## src/rtl/tl_ul_pkg.sv

```systemverilog
// Shared TileLink-UL definitions: opcodes, response-queue entry layout and decode helper.
package tl_ul_pkg;

  localparam logic [2:0] PUT_FULL        = 3'd0;
  localparam logic [2:0] PUT_PARTIAL     = 3'd1;
  localparam logic [2:0] GET             = 3'd4;
  localparam logic [2:0] ACCESS_ACK      = 3'd0;
  localparam logic [2:0] ACCESS_ACK_DATA = 3'd1;

  // Entries carry the widest supported tag; the top zero-extends its SRC_W source into it.
  localparam int SRC_MAX_W  = 8;
  localparam int FIFO_DEPTH = 3;

  typedef struct packed {
    logic [2:0]           opcode;
    logic [1:0]           size;
    logic [SRC_MAX_W-1:0] source;
    logic                 denied;
    logic [31:0]          data;
  } resp_entry_t;

  function automatic logic is_supported(input logic [2:0] op);
    return (op == PUT_FULL) || (op == PUT_PARTIAL) || (op == GET);
  endfunction

endpackage

```

## src/rtl/tl_ul_resp_fifo.sv

```systemverilog
// Three-entry in-order circular queue of D-channel responses.
module tl_ul_resp_fifo
  import tl_ul_pkg::*;
(
  input  logic        clock,
  input  logic        reset_n,
  input  logic        enq_valid,
  input  resp_entry_t enq_entry,
  output logic        deq_valid,
  input  logic        deq_ready,
  output resp_entry_t deq_entry,
  output logic [1:0]  count
);

  resp_entry_t mem_q [FIFO_DEPTH];
  logic [1:0]  wr_ptr_q, wr_ptr_d;
  logic [1:0]  rd_ptr_q, rd_ptr_d;
  logic [1:0]  count_q, count_d;
  logic        enq, deq;

  function automatic logic [1:0] next_ptr(input logic [1:0] p);
    return (p == 2'd2) ? 2'd0 : p + 2'd1;
  endfunction

  assign deq_valid = (count_q != 2'd0);
  assign deq       = deq_valid & deq_ready;
  // A full queue can still accept when the head leaves in the same cycle.
  assign enq       = enq_valid & ((count_q != 2'd3) | deq);
  assign deq_entry = mem_q[rd_ptr_q];
  assign count     = count_q;

  always_comb begin
    wr_ptr_d = wr_ptr_q;
    rd_ptr_d = rd_ptr_q;
    count_d  = count_q;
    if (enq) wr_ptr_d = next_ptr(wr_ptr_q);
    if (deq) rd_ptr_d = next_ptr(rd_ptr_q);
    case ({enq, deq})
      2'b10:   count_d = count_q + 2'd1;
      2'b01:   count_d = count_q - 2'd1;
      default: count_d = count_q;
    endcase
  end

  always_ff @(posedge clock or negedge reset_n) begin
    if (!reset_n) begin
      wr_ptr_q <= 2'd0;
      rd_ptr_q <= 2'd0;
      count_q  <= 2'd0;
      for (int i = 0; i < FIFO_DEPTH; i++) mem_q[i] <= '0;
    end else begin
      wr_ptr_q <= wr_ptr_d;
      rd_ptr_q <= rd_ptr_d;
      count_q  <= count_d;
      if (enq) mem_q[wr_ptr_q] <= enq_entry;
    end
  end

endmodule

```

## src/rtl/tl_ul_sram_slave.sv

```systemverilog
// TileLink-UL slave: decodes buffered A requests onto a synchronous SRAM and
// returns in-order D responses through a credit-limited three-entry queue.
module tl_ul_sram_slave
  import tl_ul_pkg::*;
#(
  parameter int          SRC_W  = 4,
  parameter int          ADDR_W = 10,
  parameter logic [31:0] BASE   = 32'h8000_0000
) (
  input  logic              clock,
  input  logic              reset_n,
  input  logic              a_valid,
  output logic              a_ready,
  input  logic [2:0]        a_opcode,
  input  logic [2:0]        a_param,
  input  logic [1:0]        a_size,
  input  logic [SRC_W-1:0]  a_source,
  input  logic [31:0]       a_address,
  input  logic [3:0]        a_mask,
  input  logic [31:0]       a_data,
  output logic              d_valid,
  input  logic              d_ready,
  output logic [2:0]        d_opcode,
  output logic [1:0]        d_param,
  output logic [1:0]        d_size,
  output logic [SRC_W-1:0]  d_source,
  output logic              d_denied,
  output logic              d_corrupt,
  output logic [31:0]       d_data,
  output logic              sram_en,
  output logic              sram_we,
  output logic [ADDR_W-1:0] sram_addr,
  output logic [3:0]        sram_wmask,
  output logic [31:0]       sram_wdata,
  input  logic [31:0]       sram_rdata
);

  logic             accept, hit;
  logic [1:0]       fifo_count;
  logic             deq_valid;
  resp_entry_t      enq_entry, deq_entry;

  logic             s1_valid_q, s1_valid_d;
  logic [2:0]       s1_opcode_q, s1_opcode_d;
  logic [1:0]       s1_size_q, s1_size_d;
  logic [SRC_W-1:0] s1_source_q, s1_source_d;
  logic             s1_denied_q, s1_denied_d;
  logic             s1_is_read_q, s1_is_read_d;

  // Credits count both queued responses and the one still in s1, so the
  // queue can never overflow and d_ready never reaches a_ready combinationally.
  assign a_ready = ({1'b0, fifo_count} + {2'b00, s1_valid_q}) < 3'd3;
  assign accept  = a_valid & a_ready;
  assign hit     = (a_address[31:ADDR_W+2] == BASE[31:ADDR_W+2]) & is_supported(a_opcode);

  always_comb begin
    sram_en    = accept & hit;
    sram_we    = 1'b0;
    sram_addr  = '0;
    sram_wmask = 4'b0000;
    sram_wdata = 32'h0;
    if (sram_en) begin
      sram_we    = (a_opcode != GET);
      sram_addr  = a_address[ADDR_W+1:2];
      sram_wmask = a_mask;
      sram_wdata = a_data;
    end
  end

  always_comb begin
    s1_valid_d   = accept;
    s1_opcode_d  = s1_opcode_q;
    s1_size_d    = s1_size_q;
    s1_source_d  = s1_source_q;
    s1_denied_d  = s1_denied_q;
    s1_is_read_d = s1_is_read_q;
    if (accept) begin
      s1_opcode_d  = (a_opcode == GET) ? ACCESS_ACK_DATA : ACCESS_ACK;
      s1_size_d    = a_size;
      s1_source_d  = a_source;
      s1_denied_d  = ~hit;
      s1_is_read_d = (a_opcode == GET);
    end
  end

  always_ff @(posedge clock or negedge reset_n) begin
    if (!reset_n) begin
      s1_valid_q   <= 1'b0;
      s1_opcode_q  <= 3'd0;
      s1_size_q    <= 2'd0;
      s1_source_q  <= '0;
      s1_denied_q  <= 1'b0;
      s1_is_read_q <= 1'b0;
    end else begin
      s1_valid_q   <= s1_valid_d;
      s1_opcode_q  <= s1_opcode_d;
      s1_size_q    <= s1_size_d;
      s1_source_q  <= s1_source_d;
      s1_denied_q  <= s1_denied_d;
      s1_is_read_q <= s1_is_read_d;
    end
  end

  // The macro presents read data only during the cycle after enable, so it is captured here.
  always_comb begin
    enq_entry        = '0;
    enq_entry.opcode = s1_opcode_q;
    enq_entry.size   = s1_size_q;
    enq_entry.source = SRC_MAX_W'(s1_source_q);
    enq_entry.denied = s1_denied_q;
    enq_entry.data   = (s1_is_read_q & ~s1_denied_q) ? sram_rdata : 32'h0;
  end

  tl_ul_resp_fifo u_resp_fifo (
    .clock     (clock),
    .reset_n   (reset_n),
    .enq_valid (s1_valid_q),
    .enq_entry (enq_entry),
    .deq_valid (deq_valid),
    .deq_ready (d_ready),
    .deq_entry (deq_entry),
    .count     (fifo_count)
  );

  assign d_valid   = deq_valid;
  assign d_opcode  = deq_entry.opcode;
  assign d_param   = 2'b00;
  assign d_size    = deq_entry.size;
  assign d_source  = deq_entry.source[SRC_W-1:0];
  assign d_denied  = deq_entry.denied;
  assign d_corrupt = deq_entry.denied & (deq_entry.opcode == ACCESS_ACK_DATA);
  assign d_data    = deq_entry.data;

  logic unused_bits;
  assign unused_bits = ^{a_param, a_address[1:0], deq_entry.source};

endmodule

```

## config.mk

```make
export PLATFORM = sky130hd
export DESIGN_NAME = tl_ul_sram_slave
export DESIGN_NICKNAME = d
export VERILOG_FILES = /design/src/rtl/tl_ul_pkg.sv /design/src/rtl/tl_ul_resp_fifo.sv /design/src/rtl/tl_ul_sram_slave.sv
export SDC_FILE = /design/constraint.sdc
export NUM_CORES = 1
export LEC_CHECK = 0
export ABC_CLOCK_PERIOD_IN_PS = 2150
export CAP_MARGIN = 0
export CORE_UTILIZATION = 43
export DETAILED_ROUTE_END_ITERATION = 10
export PLACE_DENSITY = 0.81
export SLEW_MARGIN = 20
export SYNTH_ARGS = -nofsm -noshare
export SYNTH_HDL_FRONTEND = slang
export SYNTH_SLANG_ARGS = --single-unit
```

## constraint.sdc

```tcl
create_clock -name clock -period 2.15 [get_ports clock]
set_clock_uncertainty 0.1 [all_clocks]
set_input_delay 0.43 -clock clock [delete_from_list [all_inputs] [get_ports clock]]
set_output_delay 0.43 -clock clock [all_outputs]
set_load 0.01 [all_outputs]
```

==> flow_summary_export.csv <==
group,metric,value,unit
floorplanning,die_h,128,um
floorplanning,num_rows,45,
logic_synthesis,synthCells,591,
finish,finish.net_count,958,
global_routing,grt_max_degree,50,
route,vias,5474,
pwr,p_sw,3.31,mW
clock_tree,cts_tree,"yes",
timing,worst_pin_slew,0.552,ns
clock_tree,cts.sink_count,135,
setup_path,crit_path_end_kind,"output pin",
floorplanning,coreArea,15300,sq um
placement,io_buffers,201,
logic_synthesis,ys_ff_latch,135,
setup_path,cp-start-kind,"register",
logic_synthesis,synth_top_cell_by_area,"dfrtp_1",
route,drc,0,
run,cap_violations,0,
route,first_pass_iters,4,
pwr,p_clk_frac,0.304,
floorplanning,die-area,16400,sq um
route,ant_nets,0,
route,wl_per_cell,19.2,um
clock_tree,cts_made_buffers,17,
route,avgViaCountPerCell,5.15,
timing,max_freq,352,MHz
clock_tree,worstSkewPairLatency,0.42,ns
run_status,violations,"setup timing",
placement,place_area,9400,sq um
setup_path,critPathKind,"reg2out",
clock_tree,clk_pin_slew_worst_paths,0.06,ns
global_routing,overflow,0,
logic_synthesis,synth.avg_cell_area,11.5,sq um
floorplanning,pin_count,211,
route,drt_first_iter_violations,273,
logic_synthesis,netlist_area,6820,sq um
floorplanning,die_w,128,um
pwr,p_sw_frac,0.312,
pwr,pwr-share-comb,0.400,
global_routing,groute.usage.overall,0.257,
timing,final_hold_viol_count,0,
setup_path,crit_required,1.62,ns
timing,setup_viol,90,
pwr,fin_total_pwr,10.6,mW
setup_path,cp.arrival,2.31,ns
worst_hold_path,hold_class,"reg2reg",
timing,relSlewSlack,0.632,
timing,min_period,2.84,ns
global_routing,antenna_found_initial,0,
timing,rsz0062_at_grt,"true",
floorplanning,initial_core_util,0.445,
pwr,sequentialPowerShare,0.296,
timing,drv_slew,0,
pwr,leakagePower,5.25,nW
global_routing,grt_pass1_wl,31.4,mm
logic_synthesis,synth_warnings,0,
pwr,ir_worst_vdd,0.629,mV
pwr,p_int,7.31,mW
run_status,status,"finished, violations left",
logic_synthesis,ys_seq_area_frac,0.495,
pwr,power.density_cell_area,1010,nW/um^2
setup_path,crit_fanout,13,
route,finalWirelength,20.4,mm
timing,min_period_over_period,1.32,
timing,setup_slack,-0.689,ns
global_routing,grt_pass1_vias,5895,
finish,final_area,10500,sq um
logic_synthesis,synth_top_area_frac,0.495,
placement,dp_hpwl,13.6,mm
finish,area_growth,53.5,%
logic_synthesis,synthTopCellsByArea,"dfrtp_1 (50%), mux2_2 (20%), mux2i_1 (5.9%), and2_1 (2.9%), o21ai_0 (2.9%)",
finish,antenna_cells,0,
logic_synthesis,yosysUniqueCellTypes,34,
clock_tree,htreeDepth,4,
finish,drive_above_1_share,0.489,
placement,gp_congestion,0.947,
clock_tree,root_buffer,"clkbuf_16",
clock_tree,cts_buffer_depth,2,
==> cells by family (layout without fill, tap and decap cells) <==
logic type | Yosys count | after routing | share of synthesized area
AO/OA/AOI/OAI | 47 | 47 | 0.0378
XOR/XNOR | 3 | 3 | 0.00385
adder cells (fa/ha/maj) | 3 | 3 | 0.00550
buffers and inverters | 93 | 351 | 0.0657
flip-flops | 135 | 135 | 0.495
multiplexers | 168 | 168 | 0.270
other | 1 | 4 | 0.000550
AND/OR/NAND/NOR | 141 | 141 | 0.121
==> final cells by class <==
type                    instances  area (sq um)
clock inverters                12           199
clock buffers                  20           457
flip-flops and latches        135          3380
fillers                      1102          4840
repair buffers                269          2510
inverters                      50           188
well taps                     211           264
multi-input cells             366          3470
==> registers in the layout (all words and copies together), names as in the netlist <==
name,count
s1_valid_q,1
u_resp_fifo.wr_ptr_q,2
u_resp_fifo.mem_q,120
s1_denied_q,1
u_resp_fifo.count,2
u_resp_fifo.rd_ptr_q,2
s1_size_q,2
s1_source_q,4
s1_is_read_q,1
==> metal layers <==
layer | up-vias | global-route usage | part of all wire
li1 | 2501 | - | -
met1 | 2723 | 0.274 | 0.37
met2 | 212 | 0.484 | 0.55
met3 | 38 | 0.0601 | 0.056
met4 | 0 | 0.103 | 0.028
met5 | - | 0 | 0
==> placed cells by master (no fill, tap or decap), drive strengths merged, types with 39 or more instances in the layout <==
cell type / count
inv: 50
mux2: 128
clkdlybuf4s50: 109
mux2i: 40
clkbuf: 46
nor3: 48
buf: 127
o21ai: 39
nand2: 42
dfrtp: 135
==> timing repair <==
item                                    4_1_cts  5_1_grt
cloned                                        4        2
hold buffers                                  1        0
endpoints found under the hold margin        40        0
pin swaps                                     7       27
buffers inserted                             28       17
gates resized for setup                     273      200
endpoints found under the setup margin       91       90
==> worst paths after layout <==
path                                                    startpoint                                  end  slack (ns)  depth (start not counted)
worst max-delay path                          s1_valid_q$_DFF_PN0_                         sram_addr[6]       -0.69                          8
worst min-delay path            u_resp_fifo.mem_q[114]$_DFFE_PN0P_   u_resp_fifo.mem_q[114]$_DFFE_PN0P_        0.39                          1
worst max register to register                s1_valid_q$_DFF_PN0_             s1_size_q[1]$_DFFE_PN0P_        0.20                          7
worst min register to register  u_resp_fifo.mem_q[114]$_DFFE_PN0P_   u_resp_fifo.mem_q[114]$_DFFE_PN0P_        0.39                          1
max in group asynchronous                                  reset_n  u_resp_fifo.rd_ptr_q[1]$_DFFE_PN0P_        0.92                          3
min in group asynchronous                                  reset_n   u_resp_fifo.mem_q[114]$_DFFE_PN0P_        0.40                          2
==> Yosys cell counts <==
cell / n
xnor2_1: 2
buf_6: 6
nor3_2: 19
inv_1: 50
buf_1: 1
or2_2: 2
nor3_1: 29
buf_2: 13
nor2_1: 3
nor4_1: 4
and2_1: 32
nand4_1: 2
dfrtp_1: 135
a21bo_2: 2
nand3b_2: 1
nand4b_1: 1
nand4b_2: 1
a2bb2oi_1: 2
a21o_1: 1
conb_1: 1
a211oi_1: 1
nor2b_1: 2
mux2i_1: 40
ha_1: 3
nand3_2: 1
a21oi_1: 2
buf_4: 10
clkbuf_1: 13
o21ai_0: 39
mux2_2: 121
nand2_1: 42
xor2_1: 1
nor3b_1: 2
mux2_1: 7
==> stage by stage <==
| stage | instances | worst slack (ns) | utilization | setup TNS, ns | hold slack [ns] |
|---|---|---|---|---|---|
| floorplan | 594 | -0.105 | - | -2.60 | 0.0344 |
| CTS | 1058 | -0.989 | 0.679 | -53.61 | 0.394 |
| detailed placement | 996 | -0.822 | 0.614 | -46.25 | 0.275 |
| global placement | 996 | -0.836 | 0.614 | -44.56 | 0.267 |
| finish | 1063 | -0.689 | 0.684 | -35.71 | 0.394 |
| global route | 1063 | -0.812 | 0.684 | -43.21 | 0.412 |
==> power groups by stage <==
stage	combinational, mW	sequential, mW	clock (mW)
global route	4.49	3.18	3.38
detailed placement	3.13	3.18	0
global placement	3.08	3.14	0
floorplan	1.79	3.10	0
CTS	4.03	3.12	3.26
finish	4.25	3.14	3.23
==> critical path, stage by stage, from the launching register on <==
cell and delay [ns]:
dfrtp_1 0.38, ha_2 0.20, ha_4 0.22, a21oi_4 0.17, nand4_1 0.19, buf_4 0.21
clkbuf_16 0.18, nor3_4 0.17, clkbuf_2 0.17
No activity file was read; power rests on OpenSTA's default activity.
